<file path="config.mk">
export PLATFORM = sky130hd
export DESIGN_NAME = panda_hazard_scoreboard_flat
export DESIGN_NICKNAME = d
export VERILOG_FILES = /design/src/rtl/panda_hazard_scoreboard_pkg.sv /design/src/rtl/panda_hazard_scoreboard_if.sv /design/src/rtl/panda_hazard_scoreboard_match.sv /design/src/rtl/panda_hazard_scoreboard.sv /design/src/flat_wrapper.sv
export SDC_FILE = /design/constraint.sdc
export NUM_CORES = 1
export LEC_CHECK = 0
export ABC_AREA = 1
export BUFFER_PORTS_ARGS = -buffer_cell sky130_fd_sc_hd__buf_2
export CORE_UTILIZATION = 33
export DETAILED_ROUTE_END_ITERATION = 8
export GPL_ROUTABILITY_DRIVEN = 0
export GPL_TIMING_DRIVEN = 0
export PLACE_DENSITY = 0.62
export RECOVER_POWER = 100
export SLEW_MARGIN = 40
export SYNTH_ARGS = -nofsm -noshare
export SYNTH_HDL_FRONTEND = slang
export SYNTH_SLANG_ARGS = --single-unit
</file>
<file path="constraint.sdc">
create_clock -name clk -period 6.2 [get_ports clk]
set_input_delay 0.62 -clock clk [delete_from_list [all_inputs] [get_ports clk]]
set_output_delay 0.62 -clock clk [all_outputs]
set_load 0.005 [all_outputs]
</file>
<file path="src/rtl/panda_hazard_scoreboard_pkg.sv">
// Shared types and constants for the Panda hazard/forwarding scoreboard.
package panda_hazard_scoreboard_pkg;

    localparam int SB_DEPTH    = 3;
    localparam int SB_NUM_REGS = 32;
    localparam int SB_REG_W    = $clog2(SB_NUM_REGS);
    localparam int SB_LAT_W    = $clog2(SB_DEPTH + 1);

    typedef enum logic [1:0] {
        SRC_NONE = 2'b00,
        SRC_EX   = 2'b01,
        SRC_ID   = 2'b10
    } src_use_e;

    localparam logic [SB_LAT_W-1:0] LAT_ALU  = SB_LAT_W'(1);
    localparam logic [SB_LAT_W-1:0] LAT_LOAD = SB_LAT_W'(2);

    typedef struct packed {
        logic                valid;
        logic [SB_REG_W-1:0] rd_addr;
        logic [SB_LAT_W-1:0] lat;
    } sb_slot_t;

endpackage

</file>
<file path="src/rtl/panda_hazard_scoreboard_if.sv">
// Decode-side bundle between the ID stage and the hazard scoreboard.
interface panda_hazard_scoreboard_if #(
    parameter int Depth   = 3,
    parameter int NumRegs = 32,
    parameter int LatW    = $clog2(Depth + 1)
);
    import panda_hazard_scoreboard_pkg::*;

    localparam int RegW = $clog2(NumRegs);

    logic            issue_valid;
    logic [RegW-1:0] issue_rd_addr;
    logic            issue_rd_we;
    logic [LatW-1:0] issue_lat;
    logic [RegW-1:0] rs1_addr;
    logic [RegW-1:0] rs2_addr;
    src_use_e        rs1_use;
    src_use_e        rs2_use;
    logic            flush;
    logic            stall;
    logic [LatW-1:0] id_fwd_rs1_sel;
    logic [LatW-1:0] id_fwd_rs2_sel;
    logic [LatW-1:0] ex_fwd_rs1_sel;
    logic [LatW-1:0] ex_fwd_rs2_sel;
    logic [Depth-1:0] slot_valid;
    logic [31:0]     stall_cnt;

    modport master (
        output issue_valid, issue_rd_addr, issue_rd_we, issue_lat,
               rs1_addr, rs2_addr, rs1_use, rs2_use, flush,
        input  stall, id_fwd_rs1_sel, id_fwd_rs2_sel,
               ex_fwd_rs1_sel, ex_fwd_rs2_sel, slot_valid, stall_cnt
    );

    modport slave (
        input  issue_valid, issue_rd_addr, issue_rd_we, issue_lat,
               rs1_addr, rs2_addr, rs1_use, rs2_use, flush,
        output stall, id_fwd_rs1_sel, id_fwd_rs2_sel,
               ex_fwd_rs1_sel, ex_fwd_rs2_sel, slot_valid, stall_cnt
    );

endinterface

</file>
<file path="src/rtl/panda_hazard_scoreboard_match.sv">
// Youngest-writer priority finder for one source operand across all tracked slots.
module panda_sb_match
    import panda_hazard_scoreboard_pkg::*;
#(
    parameter int Depth = 3,
    parameter int RegW  = 5,
    parameter int LatW  = 2
) (
    input  logic [Depth-1:0]           slot_valid,
    input  logic [Depth-1:0][RegW-1:0] slot_rd,
    input  logic [Depth-1:0][LatW-1:0] slot_lat,
    input  logic [RegW-1:0]            src_addr,
    input  src_use_e                   src_use,
    output logic                       hit,
    output logic [LatW-1:0]            idx,
    output logic [LatW-1:0]            lat
);

    logic             en_s;
    logic [Depth-1:0] cand_s;

    assign en_s = (src_use != SRC_NONE) && (src_addr != '0);

    // per-slot candidate vector
    always_comb begin
        cand_s = '0;
        for (int k = 0; k < Depth; k++) begin
            cand_s[k] = en_s && slot_valid[k] && (slot_rd[k] == src_addr);
        end
    end

    // scan oldest to youngest so the lowest index overrides
    always_comb begin
        hit = 1'b0;
        idx = '0;
        lat = '0;
        for (int k = Depth - 1; k >= 0; k--) begin
            hit = cand_s[k] ? 1'b1 : hit;
            idx = cand_s[k] ? LatW'(k) : idx;
            lat = cand_s[k] ? slot_lat[k] : lat;
        end
    end

endmodule

</file>
<file path="src/rtl/panda_hazard_scoreboard.sv">
// Shift-register hazard/forwarding scoreboard beside the decode stage.
// Build option: PANDA_SB_PERF_EN adds a saturating stall-cycle counter.
module panda_hazard_scoreboard
    import panda_hazard_scoreboard_pkg::*;
#(
    parameter int Depth   = SB_DEPTH,
    parameter int NumRegs = SB_NUM_REGS,
    parameter int LatW    = $clog2(Depth + 1)
) (
    input  logic                     clk,
    input  logic                     rst_n,
    panda_hazard_scoreboard_if.slave sb
);

    localparam int RegW = $clog2(NumRegs);
    localparam logic [LatW-1:0] DEPTH_L  = LatW'(Depth);
    localparam logic [LatW-1:0] LAST_IDX = LatW'(Depth - 1);

    typedef struct packed {
        logic            valid;
        logic [RegW-1:0] rd_addr;
        logic [LatW-1:0] lat;
    } slot_t;

    slot_t [Depth-1:0]           slot_r;
    slot_t                       slot_in_s;
    logic  [Depth-1:0]           v_s;
    logic  [Depth-1:0][RegW-1:0] rd_s;
    logic  [Depth-1:0][LatW-1:0] lat_s;

    logic     [1:0][RegW-1:0] src_addr_s;
    src_use_e                 src_use_s [2];
    logic     [1:0]           hit_s;
    logic     [1:0][LatW-1:0] idx_s;
    logic     [1:0][LatW-1:0] mlat_s;
    logic     [1:0]           hazard_s;
    logic     [1:0][LatW-1:0] id_sel_s;
    logic     [1:0][LatW-1:0] ex_nxt_s;
    logic     [1:0][LatW-1:0] ex_sel_r;
    logic                     stall_s;
    logic                     issue_s;

    // unpack slot fields for the matchers
    always_comb begin
        v_s   = '0;
        rd_s  = '0;
        lat_s = '0;
        for (int k = 0; k < Depth; k++) begin
            v_s[k]   = slot_r[k].valid;
            rd_s[k]  = slot_r[k].rd_addr;
            lat_s[k] = slot_r[k].lat;
        end
    end

    assign src_addr_s[0] = sb.rs1_addr;
    assign src_addr_s[1] = sb.rs2_addr;
    assign src_use_s[0]  = sb.rs1_use;
    assign src_use_s[1]  = sb.rs2_use;

    for (genvar s = 0; s < 2; s++) begin : g_src
        panda_sb_match #(.Depth(Depth), .RegW(RegW), .LatW(LatW)) u_match (
            .slot_valid (v_s),
            .slot_rd    (rd_s),
            .slot_lat   (lat_s),
            .src_addr   (src_addr_s[s]),
            .src_use    (src_use_s[s]),
            .hit        (hit_s[s]),
            .idx        (idx_s[s]),
            .lat        (mlat_s[s])
        );
    end

    // hazard and forward-select decision per source
    always_comb begin
        hazard_s = '0;
        id_sel_s = '0;
        ex_nxt_s = '0;
        for (int s = 0; s < 2; s++) begin
            case (src_use_s[s])
                SRC_ID: begin
                    if (hit_s[s] && (idx_s[s] >= mlat_s[s])) begin
                        id_sel_s[s] = idx_s[s] + LatW'(1);
                    end else begin
                        hazard_s[s] = hit_s[s];
                    end
                end
                SRC_EX: begin
                    if (hit_s[s] && ((idx_s[s] + LatW'(1)) < mlat_s[s])) begin
                        hazard_s[s] = 1'b1;
                    end else if (hit_s[s] && (idx_s[s] < LAST_IDX)) begin
                        ex_nxt_s[s] = idx_s[s] + LatW'(2);
                    end else begin
                        ex_nxt_s[s] = '0;
                    end
                end
                default: begin
                    hazard_s[s] = 1'b0;
                end
            endcase
        end
    end

    assign stall_s = sb.issue_valid & (|hazard_s) & ~sb.flush;
    assign issue_s = sb.issue_valid & ~stall_s & ~sb.flush;

    // new slot 0 content; latencies past the pipe are clamped so they never forward
    always_comb begin
        slot_in_s.valid   = issue_s & sb.issue_rd_we & (sb.issue_rd_addr != '0);
        slot_in_s.rd_addr = sb.issue_rd_addr;
        if (sb.issue_lat > DEPTH_L) begin
            slot_in_s.lat = DEPTH_L;
        end else begin
            slot_in_s.lat = sb.issue_lat;
        end
    end

    // slot shift register and EX forward-select registers
    always_ff @(posedge clk or negedge rst_n) begin
        if (!rst_n) begin
            slot_r   <= '0;
            ex_sel_r <= '0;
        end else begin
            slot_r[0] <= slot_in_s;
            for (int k = 1; k < Depth; k++) begin
                slot_r[k] <= slot_r[k-1];
            end
            ex_sel_r[0] <= issue_s ? ex_nxt_s[0] : '0;
            ex_sel_r[1] <= issue_s ? ex_nxt_s[1] : '0;
        end
    end

    assign sb.stall          = stall_s;
    assign sb.id_fwd_rs1_sel = id_sel_s[0];
    assign sb.id_fwd_rs2_sel = id_sel_s[1];
    assign sb.ex_fwd_rs1_sel = ex_sel_r[0];
    assign sb.ex_fwd_rs2_sel = ex_sel_r[1];
    assign sb.slot_valid     = v_s;

`ifdef PANDA_SB_PERF_EN
    logic [31:0] stall_cnt_r;

    // saturating stall-cycle counter
    always_ff @(posedge clk or negedge rst_n) begin
        if (!rst_n) begin
            stall_cnt_r <= 32'd0;
        end else if (stall_s && (stall_cnt_r != 32'hFFFF_FFFF)) begin
            stall_cnt_r <= stall_cnt_r + 32'd1;
        end
    end

    assign sb.stall_cnt = stall_cnt_r;
`else
    assign sb.stall_cnt = 32'd0;
`endif

endmodule

</file>
<file path="src/flat_wrapper.sv">
// flat-port wrapper written by rule: the top's interface ports become plain ports
module panda_hazard_scoreboard_flat import panda_hazard_scoreboard_pkg::*;
#(
    parameter int Depth   = SB_DEPTH,
    parameter int NumRegs = SB_NUM_REGS,
    parameter int LatW    = $clog2(Depth + 1)
)
  (clk, rst_n, sb_issue_valid, sb_issue_rd_addr, sb_issue_rd_we, sb_issue_lat, sb_rs1_addr, sb_rs2_addr, sb_rs1_use, sb_rs2_use, sb_flush, sb_stall, sb_id_fwd_rs1_sel, sb_id_fwd_rs2_sel, sb_ex_fwd_rs1_sel, sb_ex_fwd_rs2_sel, sb_slot_valid, sb_stall_cnt);
  panda_hazard_scoreboard_if #(.Depth(Depth), .NumRegs(NumRegs), .LatW(LatW)) sb_i ();
  input  logic clk;
  input  logic rst_n;
  input wire logic [$bits(sb_i.issue_valid)-1:0] sb_issue_valid;
  input wire logic [$bits(sb_i.issue_rd_addr)-1:0] sb_issue_rd_addr;
  input wire logic [$bits(sb_i.issue_rd_we)-1:0] sb_issue_rd_we;
  input wire logic [$bits(sb_i.issue_lat)-1:0] sb_issue_lat;
  input wire logic [$bits(sb_i.rs1_addr)-1:0] sb_rs1_addr;
  input wire logic [$bits(sb_i.rs2_addr)-1:0] sb_rs2_addr;
  input wire logic [$bits(sb_i.rs1_use)-1:0] sb_rs1_use;
  input wire logic [$bits(sb_i.rs2_use)-1:0] sb_rs2_use;
  input wire logic [$bits(sb_i.flush)-1:0] sb_flush;
  output wire logic [$bits(sb_i.stall)-1:0] sb_stall;
  output wire logic [$bits(sb_i.id_fwd_rs1_sel)-1:0] sb_id_fwd_rs1_sel;
  output wire logic [$bits(sb_i.id_fwd_rs2_sel)-1:0] sb_id_fwd_rs2_sel;
  output wire logic [$bits(sb_i.ex_fwd_rs1_sel)-1:0] sb_ex_fwd_rs1_sel;
  output wire logic [$bits(sb_i.ex_fwd_rs2_sel)-1:0] sb_ex_fwd_rs2_sel;
  output wire logic [$bits(sb_i.slot_valid)-1:0] sb_slot_valid;
  output wire logic [$bits(sb_i.stall_cnt)-1:0] sb_stall_cnt;
  assign sb_i.issue_valid = sb_issue_valid;
  assign sb_i.issue_rd_addr = sb_issue_rd_addr;
  assign sb_i.issue_rd_we = sb_issue_rd_we;
  assign sb_i.issue_lat = sb_issue_lat;
  assign sb_i.rs1_addr = sb_rs1_addr;
  assign sb_i.rs2_addr = sb_rs2_addr;
  assign sb_i.rs1_use = sb_rs1_use;
  assign sb_i.rs2_use = sb_rs2_use;
  assign sb_i.flush = sb_flush;
  assign sb_stall = sb_i.stall;
  assign sb_id_fwd_rs1_sel = sb_i.id_fwd_rs1_sel;
  assign sb_id_fwd_rs2_sel = sb_i.id_fwd_rs2_sel;
  assign sb_ex_fwd_rs1_sel = sb_i.ex_fwd_rs1_sel;
  assign sb_ex_fwd_rs2_sel = sb_i.ex_fwd_rs2_sel;
  assign sb_slot_valid = sb_i.slot_valid;
  assign sb_stall_cnt = sb_i.stall_cnt;
  panda_hazard_scoreboard #(.Depth(Depth), .NumRegs(NumRegs), .LatW(LatW)) u_core (.clk(clk), .rst_n(rst_n), .sb(sb_i));
endmodule
</file>
; ---- After elaboration in Yosys (flattened, before gate mapping)
; Cells that the tools add are included.
[totals]
wordCells = 103
out_inout_bits = 44
reg_bits = 28
inputBits = 26
[classes]
add_sub_neg = 4
n_lt_le_gt_ge = 7
n_eq_ne = 10
n_mux = 37
n_reduce_logical = 26
bitwise_logic = 8
[ops]
columns = op, count
row1 = 2-bit 2-to-1 mux, 25
row2 = 5-bit == test, 6
row3 = 1-bit logical AND, 20
row4 = 5-bit nonzero test, 3
row5 = 1-bit 2-to-1 mux, 10
row6 = 1-bit AND, 6
row7 = 2-bit by 1-bit adder with 2-bit output (second input constant), 2
row8 = 2-bit adder (second input constant), 2
row9 = 2-bit by 1-bit == test with 1-bit output (second input constant), 2
row10 = 2-bit == test (second input constant), 2
row11 = 2-bit greater-or-equal comparator, 2
row12 = 2-bit < comparator, 2
row13 = 2-bit < comparator (second input constant), 2
row14 = 1-bit case mux with 2 select lines, 2
row15 = 2-bit nonzero test, 2
row16 = 2-bit > comparator (second input constant), 1
row17 = 1-bit NOT, 2
row18 = 2-bit OR reduction, 1

; ---- Logic depth before layout (Yosys ltp)
[logic_depth]
word_depth = 20
depth_mapped = 20
ltp_nobuf = 20

; ---- By module
; Synthesis repeated with hierarchy kept, for this count alone.
[unflattened]
cells_unflattened = 352
area_unflattened_um2 = 2352.3
[by_module_without_submodules]
columns = mod, cells_per_inst, area_per_inst_um2, n_inst, seq_area_each_um2
row1 = panda_hazard_scoreboard, 146, 1441.4, 1, 700.7
row2 = panda_sb_match, 103, 455.4, 2, 0.0

; ---- Worst setup path after synthesis
; No wires, ideal clock.
[synth_timing]
kind = input to output
start = input sb_rs2_use[0]
end = output sb_stall
stages = 17
path_slack_ns = 3.076
arrival_time_ns = 2.504
n_path_buf = 0
t_required_ns = 5.580
cell_sequence = inv_1 > ha_1 > inv_1 > nand2_1 > inv_1 > nand3_2 > inv_1 > nor2_2 > a221oi_1 > ha_1 > o21ai_0 > nand2_1 > nor2_1 > nand2_1 > nand2_1 > nand2_2 > a21boi_1
[synth_via]
elab_chain_cells = 15
elab_cells_between_ends = 30
classes_between = 1 x add/sub / 2 x order compare / 2 x eq/ne / 12 x mux / 2 x bitwise / 11 x reduce/logical
[synth_rtl]
columns = element, line
row1 = from (decl), flat_wrapper.sv:19  ; input wire logic [$bits(sb_i.rs2_use)-1:0] sb_rs2_use;
row2 = 2-bit nonzero test, panda_hazard_scoreboard_match.sv:22  ; assign en_s = (src_use != SRC_NONE) && (src_addr != '0);
row3 = 1-bit logical AND, panda_hazard_scoreboard_match.sv:22
row4 = 1-bit logical AND (2 in a row), panda_hazard_scoreboard_match.sv:28  ; cand_s[k] = en_s && slot_valid[k] && (slot_rd[k] == src_addr);
row5 = 2-bit 2-to-1 mux (3 in a row), panda_hazard_scoreboard_match.sv:39  ; idx = cand_s[k] ? LatW'(k) : idx;
row6 = 2-bit by 1-bit adder with 2-bit output, panda_hazard_scoreboard.sv:88  ; if (hit_s[s] && ((idx_s[s] + LatW'(1)) < mlat_s[s])) begin
row7 = 2-bit < comparator, panda_hazard_scoreboard.sv:88
row8 = 1-bit logical AND, panda_hazard_scoreboard.sv:88
row9 = 1-bit 2-to-1 mux, panda_hazard_scoreboard.sv:88
row10 = 1-bit case mux with 2 select lines *, panda_hazard_scoreboard.sv:79  ; case (src_use_s[s])
row11 = 2-bit OR reduction *, panda_hazard_scoreboard.sv:103  ; assign stall_s = sb.issue_valid & (|hazard_s) & ~sb.flush;
row12 = 1-bit AND * (2 in a row), panda_hazard_scoreboard.sv:103
row13 = to (decl), flat_wrapper.sv:21  ; output wire logic [$bits(sb_i.stall)-1:0] sb_stall;
; Every way passes the cells marked *; elsewhere a longest branch is shown, timed or not.

; ---- Worst setup path in the final report
[layout_timing]
start = input sb_rs1_addr[2]
end = output sb_stall
[layout_via]
elab_chain_cells = 15
elab_cells_between_ends = 31
classes_between = 1 x add/sub / 2 x order compare / 3 x eq/ne / 12 x mux / 2 x bitwise / 11 x reduce/logical
[layout_rtl]
columns = element, line
row1 = from (decl), flat_wrapper.sv:16  ; input wire logic [$bits(sb_i.rs1_addr)-1:0] sb_rs1_addr;
row2 = 5-bit nonzero test, panda_hazard_scoreboard_match.sv:22
row3 = 1-bit logical AND, panda_hazard_scoreboard_match.sv:22
row4 = 1-bit logical AND (2 in a row), panda_hazard_scoreboard_match.sv:28
row5 = 2-bit 2-to-1 mux (3 in a row), panda_hazard_scoreboard_match.sv:39
row6 = 2-bit by 1-bit adder with 2-bit output, panda_hazard_scoreboard.sv:88
row7 = 2-bit < comparator, panda_hazard_scoreboard.sv:88
row8 = 1-bit logical AND, panda_hazard_scoreboard.sv:88
row9 = 1-bit 2-to-1 mux, panda_hazard_scoreboard.sv:88
row10 = 1-bit case mux with 2 select lines *, panda_hazard_scoreboard.sv:79
row11 = 2-bit OR reduction *, panda_hazard_scoreboard.sv:103
row12 = 1-bit AND * (2 in a row), panda_hazard_scoreboard.sv:103
; Marked as above.

==> results.sh <==
export IMPL_status="finished, final reports clean"
export IMPL_min_period_ns=3.77
export IMPL_rsz0062_at_grt="false"
export IMPL_yosys_warnings=0
export IMPL_port_buffers=37
export IMPL_post_cts_resized=0
export IMPL_worst_slew_pin_slew_ns=1.46
export IMPL_grt_pass1_vias=1608
export IMPL_synth_top_area_cell="dfrtp_1"
export IMPL_avgSynthCellArea_um2=7.68
export IMPL_finalWirelength_mm=4.15
export IMPL_crit_buf_inv=4
export IMPL_synthTopCellsByArea="dfrtp_1 34%, buf_4 12%, inv_1 8.6%"
export IMPL_critPathArrivalTime_ns=3.15
export IMPL_setup_viol=0
export IMPL_antenna_found_initial=0
export IMPL_vias=1770
export IMPL_fin_tns_setup_ns=0
export IMPL_clkTransAtPathRegs_ns=0.10
export IMPL_num_rows=28
export IMPL_ys_flop_type="dfrtp_1"
export IMPL_synth_cells=272
export IMPL_grt_pass1_wl_mm=6.77
export IMPL_hold_class="reg -> reg"
export IMPL_synthTopCellsByCount="48 x inv_1, 46 x nand2_1, 32 x buf_4"
export IMPL_n_antenna_cell=0
export IMPL_slew_violations=0
export IMPL_postCtsSetupBuffers=0
export IMPL_critPathTopFamily="simple AND/OR/NAND/NOR gates"
export IMPL_synthAdderAreaFrac_pct=8.39
export IMPL_io_pins=70
export IMPL_async_flop_share_pct=100
export IMPL_cts_htree_levels=1
export IMPL_period_share_pct=60.8
export IMPL_drive_gt1_share_pct=24.4
export IMPL_nFillCells=638
export IMPL_cp_max_fo=4
export IMPL_area_growth_pct=20.0
export IMPL_ys_seq_area_share_pct=33.6
export IMPL_end_kind="output port"
export IMPL_slowest_delay_ns=0.32
export IMPL_use_met1_pct=16.2
export IMPL_start_util_pct=34.7
export IMPL_finalHoldViolCount=0
export IMPL_clk_root_buffer_cell="clkbuf_8"
export IMPL_layout_nets=385
export IMPL_path_cells="clkbuf_1, nor3_1, nand3_1, nand2_1, inv_1, nand3b_1, nor2_1, nand3_1, o221ai_1, ha_1, nor2_1, inv_1, a21oi_1, nand2_1, a21boi_0, nand2_2, a21boi_1, clkbuf_1"
export IMPL_met2_usage_pct=23.4
export IMPL_cts_max_path_buffers=2
export IMPL_core_area_um2=6030
export IMPL_synth_edf_count=0
export IMPL_required_ns=5.58
export IMPL_fp_dieW_um=81.6
export IMPL_drtIter0Drc=66
export IMPL_cts_tree="built"
export IMPL_synth_area_um2=2090
export IMPL_die_y_um=81.6
export IMPL_leakagePower_nw=1.44
export IMPL_grt_util_met3_pct=1.78
export IMPL_hold_ws_ns=0.390
export IMPL_grt_max_degree=29
export IMPL_drcViolationCount=0
export IMPL_vias_per_cell=4.22
export IMPL_clk_latency_ns=0.28
export IMPL_power_density_nw_per_um2=153
export IMPL_start_kind="primary input"
export IMPL_fmax_mhz=265
export IMPL_detail_route_antenna_nets=0
export IMPL_yosysMostFrequentCell="inv_1"
export IMPL_netlist_area_leader_share_pct=33.6
export IMPL_firstDrtPassIters=4
export IMPL_synth_mux_area_share_pct=0
export IMPL_cts_buffers=3
export IMPL_synth_xor_area_share_pct=4.19
export IMPL_slew_headroom_pct=2.47
export IMPL_cts_sinks=28
export IMPL_synth_top_family_by_area="simple AND/OR/NAND/NOR gates"
export IMPL_ys_types=31
export IMPL_track_usage_pct=13.3
export IMPL_ys_ff_latch=28
export IMPL_wl_per_cell_um=9.91
export IMPL_die_area_um2=6650
export IMPL_holdBufCountCts=0
export IMPL_crit_type="in -> out"
export IMPL_synth_simple_area_share_pct=24.7
export IMPL_fin_skew_ns=0.00229
export IMPL_dpl_hpwl_mm=3.44
export IMPL_ir_worst_vdd_mv=0.0916
export IMPL_synth_compound_area_share_pct=7.91
export IMPL_drv_cap=0
export IMPL_overflow=0
export IMPL_slowest_stage="nor3_1"
export IMPL_busiest_layer="met2"
## area by class of cell
type / instances / area [µm²] / share of cell area [%]
Clock buffer: 4 / 55.1 / 2.20
Buffer: 32 / 240 / 9.59
Sequential cell: 28 / 701 / 28.0
Timing Repair Buffer: 37 / 173 / 6.89
Tap cell: 75 / 93.8 / 3.74
Multi-Input combinational cell: 190 / 1040 / 41.7
Inverter: 53 / 199 / 7.94
## logic make-up (layout without fill, tap and decap cells)
| kind of cell | Yosys count | in the layout |
|---|---|---|
| AO/OA/AOI/OAI | 28 | 28 |
| AND/OR/NAND/NOR | 106 | 106 |
| other | 1 | 32 |
| adder cells (fa/ha/maj) | 14 | 14 |
| buffers and inverters | 85 | 126 |
| flip-flops | 28 | 28 |
| XOR/XNOR | 10 | 10 |
## power by group
part            total, W  switching (W)  internal (W)
sequential      0.000197     0.00000726      0.000190
clock           0.000115      0.0000582     0.0000569
combinational  0.0000703      0.0000384     0.0000319
total           0.000383       0.000104      0.000279
## worst paths after layout
kind,startpoint,endpoint,slack [ns],depth (start not counted)
setup / recovery,sb_rs1_addr[2],sb_stall,2.43,18
hold / removal,u_core.lat_s[2]$_DFF_PN0_,u_core.lat_s[4]$_DFF_PN0_,0.39,0
setup reg to reg,u_core.rd_s[12]$_DFF_PN0_,u_core.sb.ex_fwd_rs1_sel[0]$_DFF_PN0_,3.31,16
hold reg to reg,u_core.lat_s[2]$_DFF_PN0_,u_core.lat_s[4]$_DFF_PN0_,0.39,0
max in group asynchronous,rst_n,u_core.lat_s[5]$_DFF_PN0_,4.68,1
min in group asynchronous,rst_n,u_core.sb.slot_valid[1]$_DFF_PN0_,0.67,1
## state kept, by name, summed over array words and instances (netlist names)
name / cells
u_core.lat_s: 6
u_core.rd_s: 15
u_core.sb.ex_fwd_rs1_sel: 2
u_core.sb.ex_fwd_rs2_sel: 2
u_core.sb.slot_valid: 3
## through the flow
step	instance area (µm²)	total power, W	setup slack (ns)	cells	utilization (%)
3_3_place_gp	2480	0.000271	2.59	415	41.2
3_5_place_dp	2480	0.000272	2.52	415	41.2
4_1_cts	2540	0.000384	2.51	419	42.1
2_1_floorplan	2200	0.000247	3.08	303	-
5_1_grt	2510	0.000406	2.11	419	41.6
6_report	2510	0.000383	2.43	419	41.6
## per-layer routing
metal  up-vias  wire [µm]  part of all wire [%]
li1        917          -                     -
met1       766       1770                    43
met2        76       2000                    48
met3        11        286                   6.9
met4         0         98                   2.4
met5         -          0                     0
## cell usage in the layout, fill, tap and decap left out, types with 7 or more instances in the layout
| cell type | n |
|---|---|
| nor2_2 | 7 |
| buf_2 | 27 |
| a21oi_1 | 12 |
| nand3_1 | 15 |
| nor2_1 | 22 |
| buf_4 | 32 |
| inv_1 | 49 |
| dfrtp_1 | 28 |
| nand2_1 | 46 |
| xor2_1 | 8 |
| clkbuf_1 | 10 |
| o21ai_0 | 8 |
| ha_1 | 14 |
| conb_1 | 32 |
Note: power is estimated with default switching activity, not from simulation.
